### src/rtl/hf_tree_loader_pkg.sv
// Shared definitions for the Huffman tree loader and the downstream decompressor.
// Holds the loader state encoding and the symbol/code/length field widths.
package hf_tree_loader_pkg;

  localparam int unsigned HF_SYM_W      = 4;
  localparam int unsigned HF_CODE_W     = 16;
  localparam int unsigned HF_LEN_W      = 5;
  localparam int unsigned HF_MAX_LEAVES = 16;
  localparam int unsigned HF_IDX_W      = $clog2(HF_MAX_LEAVES);

  typedef enum logic [2:0] {
    StIdle,
    StCount,
    StValue,
    StLen,
    StCode,
    StCheck,
    StDone,
    StError
  } hf_state_e;

endpackage

### src/rtl/hf_bit_shifter.sv
// Serial field shifter: shifts bit_i in LSB-first position (MSB of the field arrives first),
// counts shifted bits and flags the cycle on which the last bit of a target-length field
// is being sampled. On that cycle the register and counter clear themselves, so the
// caller must capture next_o (which already includes bit_i) in the same cycle.
// Ports:
//   clk_i, rst_i  - clock, asynchronous active-high reset
//   clear_i       - synchronous clear of data and counter
//   shift_i       - consume bit_i this cycle
//   bit_i         - serial input bit
//   target_i      - field length in bits (must be >= 1 while shifting)
//   next_o        - register contents with bit_i appended
//   done_o        - last bit of the field is being consumed this cycle
module hf_bit_shifter #(
  parameter int unsigned Width = 16,
  parameter int unsigned CntW  = 5
) (
  input  logic             clk_i,
  input  logic             rst_i,
  input  logic             clear_i,
  input  logic             shift_i,
  input  logic             bit_i,
  input  logic [CntW-1:0]  target_i,
  output logic [Width-1:0] next_o,
  output logic             done_o
);

  logic [Width-2:0] data_q, data_d;
  logic [CntW-1:0]  cnt_q, cnt_d;

  assign next_o = {data_q, bit_i};
  assign done_o = shift_i && (cnt_q == (target_i - CntW'(1)));

  always_comb begin
    data_d = data_q;
    cnt_d  = cnt_q;
    if (clear_i || done_o) begin
      data_d = '0;
      cnt_d  = '0;
    end else if (shift_i) begin
      data_d = next_o[Width-2:0];
      cnt_d  = cnt_q + CntW'(1);
    end
  end

  always_ff @(posedge clk_i or posedge rst_i) begin
    if (rst_i) begin
      data_q <= '0;
      cnt_q  <= '0;
    end else begin
      data_q <= data_d;
      cnt_q  <= cnt_d;
    end
  end

endmodule

### src/rtl/hf_tree_loader.sv
// Huffman tree-descriptor loader. Parses a serial descriptor (MSB first):
//   4-bit N-1, then per leaf: 4-bit value, 5-bit length L (1..16), L code bits.
// Each parsed leaf is presented with a one-cycle leaf_wr strobe.
// Optional feature: define HF_TREE_CHECKSUM_EN to append a 4-bit checksum field that
// must equal the XOR of all leaf values; a mismatch ends in the error state.
// Ports:
//   CLK, Reset          - clock, asynchronous active-high reset
//   load_start          - start a load (accepted in idle, done or error)
//   hf_in, hf_in_valid  - serial descriptor bit and its qualifier
//   leaf_wr             - leaf write strobe; leaf_idx/code/len/value valid with it
//   building_tree       - load in progress
//   tree_done, tree_err - load finished / descriptor error (levels)
module hf_tree_loader
  import hf_tree_loader_pkg::*;
(
  input  logic                 CLK,
  input  logic                 Reset,
  input  logic                 load_start,
  input  logic                 hf_in,
  input  logic                 hf_in_valid,
  output logic                 leaf_wr,
  output logic [HF_IDX_W-1:0]  leaf_idx,
  output logic [HF_CODE_W-1:0] leaf_code,
  output logic [HF_LEN_W-1:0]  leaf_len,
  output logic [HF_SYM_W-1:0]  leaf_value,
  output logic                 building_tree,
  output logic                 tree_done,
  output logic                 tree_err
);

  hf_state_e            state_q, state_d;
  logic [HF_IDX_W-1:0]  n_m1_q, n_m1_d;
  logic [HF_SYM_W-1:0]  cur_val_q, cur_val_d;
  logic [HF_LEN_W-1:0]  cur_len_q, cur_len_d;
  logic [HF_IDX_W-1:0]  leaf_idx_q, leaf_idx_d;
  logic [HF_CODE_W-1:0] leaf_code_q, leaf_code_d;
  logic [HF_LEN_W-1:0]  leaf_len_q, leaf_len_d;
  logic [HF_SYM_W-1:0]  leaf_value_q, leaf_value_d;
  logic                 leaf_wr_q, leaf_wr_d;
`ifdef HF_TREE_CHECKSUM_EN
  logic [HF_SYM_W-1:0]  csum_q, csum_d;
`endif

  logic                 sh_clear, sh_shift, sh_done;
  logic [HF_LEN_W-1:0]  sh_target;
  logic [HF_CODE_W-1:0] sh_next;
  logic [HF_LEN_W-1:0]  len_in;

  assign sh_shift = hf_in_valid && (state_q inside {StCount, StValue, StLen, StCode, StCheck});
  assign len_in   = sh_next[HF_LEN_W-1:0];

  always_comb begin
    case (state_q)
      StLen:   sh_target = HF_LEN_W'(HF_LEN_W);
      StCode:  sh_target = cur_len_q;
      default: sh_target = HF_LEN_W'(HF_SYM_W);
    endcase
  end

  hf_bit_shifter #(
    .Width (HF_CODE_W),
    .CntW  (HF_LEN_W)
  ) u_shifter (
    .clk_i    (CLK),
    .rst_i    (Reset),
    .clear_i  (sh_clear),
    .shift_i  (sh_shift),
    .bit_i    (hf_in),
    .target_i (sh_target),
    .next_o   (sh_next),
    .done_o   (sh_done)
  );

  always_comb begin
    state_d      = state_q;
    n_m1_d       = n_m1_q;
    cur_val_d    = cur_val_q;
    cur_len_d    = cur_len_q;
    leaf_idx_d   = leaf_idx_q;
    leaf_code_d  = leaf_code_q;
    leaf_len_d   = leaf_len_q;
    leaf_value_d = leaf_value_q;
    leaf_wr_d    = 1'b0;
    sh_clear     = 1'b0;
`ifdef HF_TREE_CHECKSUM_EN
    csum_d       = csum_q;
`endif
    // leaf_idx holds through the strobe cycle and advances as the strobe ends.
    if (leaf_wr_q && (leaf_idx_q != n_m1_q)) begin
      leaf_idx_d = leaf_idx_q + HF_IDX_W'(1);
    end
    case (state_q)
      StIdle, StDone, StError: begin
        if (load_start) begin
          state_d    = StCount;
          sh_clear   = 1'b1;
          leaf_idx_d = '0;
`ifdef HF_TREE_CHECKSUM_EN
          csum_d     = '0;
`endif
        end
      end
      StCount: begin
        if (sh_done) begin
          n_m1_d  = sh_next[HF_IDX_W-1:0];
          state_d = StValue;
        end
      end
      StValue: begin
        if (sh_done) begin
          cur_val_d = sh_next[HF_SYM_W-1:0];
          state_d   = StLen;
        end
      end
      StLen: begin
        if (sh_done) begin
          if ((len_in == '0) || (len_in > HF_LEN_W'(HF_CODE_W))) begin
            state_d = StError;
          end else begin
            cur_len_d = len_in;
            state_d   = StCode;
          end
        end
      end
      StCode: begin
        if (sh_done) begin
          leaf_wr_d    = 1'b1;
          leaf_code_d  = sh_next;
          leaf_len_d   = cur_len_q;
          leaf_value_d = cur_val_q;
`ifdef HF_TREE_CHECKSUM_EN
          csum_d       = csum_q ^ cur_val_q;
          state_d      = (leaf_idx_q == n_m1_q) ? StCheck : StValue;
`else
          state_d      = (leaf_idx_q == n_m1_q) ? StDone : StValue;
`endif
        end
      end
`ifdef HF_TREE_CHECKSUM_EN
      StCheck: begin
        if (sh_done) begin
          state_d = (sh_next[HF_SYM_W-1:0] == csum_q) ? StDone : StError;
        end
      end
`endif
      default: state_d = StIdle;
    endcase
  end

  always_ff @(posedge CLK or posedge Reset) begin
    if (Reset) begin
      state_q      <= StIdle;
      n_m1_q       <= '0;
      cur_val_q    <= '0;
      cur_len_q    <= '0;
      leaf_idx_q   <= '0;
      leaf_code_q  <= '0;
      leaf_len_q   <= '0;
      leaf_value_q <= '0;
      leaf_wr_q    <= 1'b0;
`ifdef HF_TREE_CHECKSUM_EN
      csum_q       <= '0;
`endif
    end else begin
      state_q      <= state_d;
      n_m1_q       <= n_m1_d;
      cur_val_q    <= cur_val_d;
      cur_len_q    <= cur_len_d;
      leaf_idx_q   <= leaf_idx_d;
      leaf_code_q  <= leaf_code_d;
      leaf_len_q   <= leaf_len_d;
      leaf_value_q <= leaf_value_d;
      leaf_wr_q    <= leaf_wr_d;
`ifdef HF_TREE_CHECKSUM_EN
      csum_q       <= csum_d;
`endif
    end
  end

  assign leaf_wr       = leaf_wr_q;
  assign leaf_idx      = leaf_idx_q;
  assign leaf_code     = leaf_code_q;
  assign leaf_len      = leaf_len_q;
  assign leaf_value    = leaf_value_q;
  assign building_tree = state_q inside {StCount, StValue, StLen, StCode, StCheck};
  assign tree_done     = (state_q == StDone);
  assign tree_err      = (state_q == StError);

endmodule

### config.mk
export PLATFORM = sky130hd
export DESIGN_NAME = hf_tree_loader
export DESIGN_NICKNAME = d
export VERILOG_FILES = /design/src/rtl/hf_tree_loader_pkg.sv /design/src/rtl/hf_bit_shifter.sv /design/src/rtl/hf_tree_loader.sv
export SDC_FILE = /design/constraint.sdc
export NUM_CORES = 1
export LEC_CHECK = 0
export BUFFER_PORTS_ARGS = -buffer_cell sky130_fd_sc_hd__buf_2
export CORE_ASPECT_RATIO = 0.75
export CORE_UTILIZATION = 40
export CTS_CLUSTER_DIAMETER = 150
export DETAILED_ROUTE_END_ITERATION = 12
export PLACE_DENSITY_LB_ADDON = 0.15
export SLEW_MARGIN = 20
export SYNTH_ARGS = -nofsm -noshare
export SYNTH_HDL_FRONTEND = slang
export SYNTH_SLANG_ARGS = --single-unit
### constraint.sdc
create_clock -name CLK -period 5.6 [get_ports CLK]
set_input_delay 1.68 -clock CLK [delete_from_list [all_inputs] [get_ports CLK]]
set_output_delay 1.68 -clock CLK [all_outputs]
set_load 0.05 [all_outputs]
Word-level counts from Yosys, hierarchy flattened. Index checks and enable logic that the tools add are counted.

Register bits: 66. Input bits: 5. Output and inout port bits: 33. Word-level logic and storage cells: 66.

$add $sub $neg: 3. Magnitude comparators: 1. Equality and inequality tests: 15. Multiplexer cells: 20. Bitwise operators: 1. Reductions and logical operators: 15.

Operators with widths (count): $mux 15 (2); $mux 3 (6); $pmux 3 s5 (1); $eq 3x3->1 const B (4); $mux 4 (3); $mux 5 (2); $pmux 5 s2 (1); $ne 2x1->1 const B (4); $eq 3x2->1 const B (2); $reduce_and 2->1 (3); $add 5x1->5 const B (1); $eq 5x5->1 (1); $gt 5x5->1 const B (1); $logic_not 5->1 (1); $reduce_and 5->1 (1); $reduce_bool 5->1 (1); $sub 5x1->5 const B (1); $add 4x1->4 const B (1); $eq 4x4->1 (1); $mux 1 (4); $ne 4x4->1 (1); $eq 3x1->1 const B (1); $logic_and 1x1->1 (3); $logic_not 3->1 (1); other kinds (7) (8).

Longest topological paths before layout.
Depth after elaboration: 7. Gate-level depth with buffers: 13. Mapped depth without buffers: 9.

Hierarchy. From an unflattened synthesis, not the netlist that was laid out.

Cell total of the unflattened synthesis: 250. Area, all modules: 3210.6 um^2.

By module, submodules not included: hf_tree_loader (times used 1, cells each 156, area an instance 2147.1 um^2, sequential area each 1151.1 um^2); hf_bit_shifter (times used 1, cells each 94, area an instance 1063.5 um^2, sequential area each 500.5 um^2).

Worst setup path after synthesis. OpenSTA, ideal clock, no wires.

Path kind: in2reg. Start point: input port hf_in_valid. End point: register leaf_code_q[0] (netlist: leaf_code[0]). Arrival time: 2992 ps. Data required time: 5475 ps. Path slack: 2483 ps. Stages: 8. Path buffers: 3. Cell sequence: nand3_4 -> nor4b_2 -> and2_1 -> buf_6 -> and3_4 -> buf_12 -> buf_12 -> mux2_4.

Word-level cells in the longest chain between the ends: 3.

RTL lines: from (decl) (RTL line hf_tree_loader.sv:20) `input logic hf_in_valid,`; $logic_and 1x1->1 (RTL line hf_tree_loader.sv:49) `assign sh_shift = hf_in_valid && (state_q inside {StCount, StValue, StLen, StCode, StCheck});`; $logic_and 1x1->1 (RTL line hf_bit_shifter.sv:31) `assign done_o = shift_i && (cnt_q == (target_i - CntW'(1)));`; $reduce_and 2->1 (no source line); to (signal assigned) (RTL line hf_tree_loader.sv:170) `leaf_code_q <= leaf_code_d;`; to (decl) (RTL line hf_tree_loader.sv:36) `logic [HF_CODE_W-1:0] leaf_code_q, leaf_code_d;`.

Every way passes these cells. A chain may end at the register's enable or synchronous reset.

Final worst setup path.
Start point: register state_q[1]. End point: output port building_tree.

Word-level cells in the longest chain between the ends: 2. Elaborated cells between the ends (all ways): 6. Classes of those cells: 5 x eq/ne; 1 x reduce/logical.

RTL lines: from (decl) (RTL line hf_tree_loader.sv:31) `hf_state_e state_q, state_d;`; from (signal assigned) (RTL line hf_tree_loader.sv:152) `state_q <= StIdle;`; from (signal assigned) (RTL line hf_tree_loader.sv:165) `state_q <= state_d;`; $eq 3x1->1 (tied with other cells) (RTL line hf_tree_loader.sv:185) `assign building_tree = state_q inside {StCount, StValue, StLen, StCode, StCheck};`; $reduce_bool 5->1 (*) (RTL line hf_tree_loader.sv:185); to (decl) (RTL line hf_tree_loader.sv:26) `output logic building_tree,`.

Mark *: on every way between the ends. The rest lies on a longest branch, timed or not.

==> flow_summary_export.csv <==
group,metric,value,unit
critical_path,end_kind,"primary output",
global_route,first_global_vias,1913,
route,routed_via_density,4.960,
synthesis,syn_avg_cell_area,12.22,um2
synthesis,yosysSeqAreaShare,0.5280,
clock_tree,clk_pin_slew,70,ps
die,coreArea,7466,um2
route,ant_nets,0,
sta,skew,7.254,ps
critical_path,startpoint,"state_q[1]",
sta,finalSetupViolations,0,
sta,hold_viol_final,0,
sta,slew_headroom,0.5285,
sta,fin_tns_setup,0,ps
route,num_vias,1979,
synthesis,ys.flop_type,"dfrtp_1",
cells_and_area,drive_gt1_frac,0.3423,
clock_tree,cts_root_buf,"clkbuf_8",
die,die-area,8181,um2
cells_and_area,fillers,701,
sta,min_period,3312,ps
clock_tree,numCtsBuffers,9,
sta,rsz0062_at_grt,"no",
clock_tree,cts_sinks,66,
synthesis,ys_types,41,
critical_path,worst-r2r-cell-count,9,
die,die_w,104.1,um
sta,report.final.slew_viol_count,0,
pwr,p_leak,0.001735,uW
die,start_util,0.4190,
critical_path,required,3920,ps
global_route,grt_pass1_wl,9.722,mm
hold_path,hold_path_depth,1,
critical_path,cp_max_fo,12,
die,io_pins,38,
synthesis,ys_async_sr_fraction,1.000,
clock_tree,clk_path_buf_depth,2,
die,die_h,78.59,um
route,drc,0,
placement,io_buffers,37,
clock_tree,cts_setup_buffers,0,
cells_and_area,diodes,0,
placement,placed_cell_area,3329,um2
synthesis,syn-num-nets,264,
synthesis,synth_area_leaders,"dfrtp_1 (53%), mux2_4 (8.6%), mux2_2 (7.2%), nand2_1 (4.7%), a21oi_1 (3.2%)",
clock_tree,tritoncts,"done",
synthesis,synth_area,3128,um2
pwr,cellPowerDensity,452.2,nW/um2
pwr,peakVddDrop,0.2095,mV
outcome,outcome,"finished clean",
hold_path,hold_path_class,"flop to flop",
global_route,gr-usage-all-layers,0.1560,
synthesis,synth_enable_flop_cells,0,
route,dr.pass1.iters,4,
route,drtIter0Drc,84,
cells_and_area,design_area,3556,um2
placement,dp_hpwl,3.936,mm
cells_and_area,nNetsFinal,301,
synthesis,ys_ff_latch,66,
critical_path,critPathArrivalTime,1630,ps
route,wirelength,5.715,mm
hold_path,min_to,"leaf_value[0]",
synthesis,syn_inst,256,
route,wl_per_cell,14.32,um
clock_tree,clock_latency,330,ps
clock_tree,cts_max_level,3,
global_route,grt-ovfl-total,0,
synthesis,yosys_warnings,0,
critical_path,crit_type,"flop to primary output",
global_route,grt_start_max_net_pins,44,
critical_path,cp-start-kind,"flop",
critical_path,rrSetupSlack,2380,ps
sta,tightest_slew,707.3,ps
synthesis,netlist.area_leader.share,0.5280,
clock_tree,cts_resized,0,
critical_path,rr_startpoint,"state_q[1]",
sta,fmax,302.0,MHz
critical_path,r2r-end,"leaf_code[12]",
cells_and_area,syn_to_final_growth,13.68,%
sta,period_share,0.5914,
die,placementRows,27,
synthesis,synth_top_area_cell,"dfrtp_1",
placement,place_congestion,0.7629,
run,drv_cap,0,
hold_path,min_from,"cur_val_q[0]",
clock_tree,ctsHoldBuffers,0,
global_route,antenna_found_initial,0,
## cell type report
type | count | area, um2 | share of cell area
Multi-Input combinational cell | 173 | 1340 | 0.3768
Sequential cell | 66 | 1652 | 0.4645
Inverter | 5 | 18.77 | 0.005278
Clock buffer | 10 | 137.6 | 0.03871
Tap cell | 101 | 126.4 | 0.03554
Timing Repair Buffer | 38 | 192.7 | 0.05419
Clock inverter | 6 | 88.84 | 0.02498
## placed cells by master, fill, tap and decap left out, drive strengths merged, types with 6 or more instances in the layout
cell    count
a21oi      20
xnor2       8
o21ai       6
xor2        8
nor2       12
mux2       38
nand3       6
nand2      39
inv         6
clkbuf     10
buf        38
dfrtp      66
## through the flow
stage                       util  worst slack (ps)  hold WS, ps  power [uW]  std cells
after global routing      0.4763              2169        525.7        1721        399
after detailed placement  0.4460              1969        490.9        1176        383
after floorplan                -              2265        475.7        1070        256
after global placement    0.4460              2025        487.5        1172        383
final                     0.4763              2288        506.0        1608        399
after CTS                 0.4763              2249        508.6        1634        399
## state kept, by name, indices dropped and copies added, names as in the netlist
register and count:
leaf_len 5, leaf_idx 4, state_q 3, u_shifter.data_q 15, cur_len_q 5, leaf_wr 1, n_m1_q 4, leaf_code 16
u_shifter.cnt_q 5, cur_val_q 4, leaf_value 4
## critical path, stage by stage (launching register included)
cell,delay [ps]
dfrtp_1,520
or3_4,460
nand2_1,80
inv_1,40
buf_2,200
## report_power, final
group          internal [uW]  total [uW]  switching, uW
sequential               580         717            137
clock                    263         445            182
combinational            192         446            254
## how the worst max path moves through the flow
stage                          endpoint  slack (ps)  cells past startpoint
after global routing       leaf_code[9]        2170                      9
final                     building_tree        2290                      4
after detailed placement  leaf_code[14]        1970                      6
after floorplan            cur_len_q[0]        2270                      1
after CTS                 building_tree        2250                      4
after global placement    leaf_code[10]        2020                      6
## cells by family after synthesis
kind of cell	after synthesis	synth area share
AOI/OAI and AO/OA	33	0.06280
xor gates and xnor gates	17	0.05200
adders and majority gates	3	0.01200
buffers and inverters	17	0.04360
DFF	66	0.5280
muxes	40	0.1648
and+or+nand+nor	80	0.1368
## cell usage after synthesis, types with 4 or more instances
master    count
o21ai_0       5
clkbuf_1      5
nand4_1       4
dfrtp_1      66
nand3_1       5
inv_1         5
nor2_1       12
a21oi_1      20
nand2_1      39
xor2_1        8
xnor2_1       8
mux2_4       18
mux2_2       20
## routing by layer
metal / vias up / global-route usage / routed length (um)
met2: 34 / 0.2207 / 2413
met4: 0 / 0.03429 / 18
met5: - / 0 / 0
met3: 2 / 0.06063 / 172
li1: 964 / - / -
met1: 979 / 0.2238 / 3110
No activity file was read; power rests on OpenSTA's default activity.
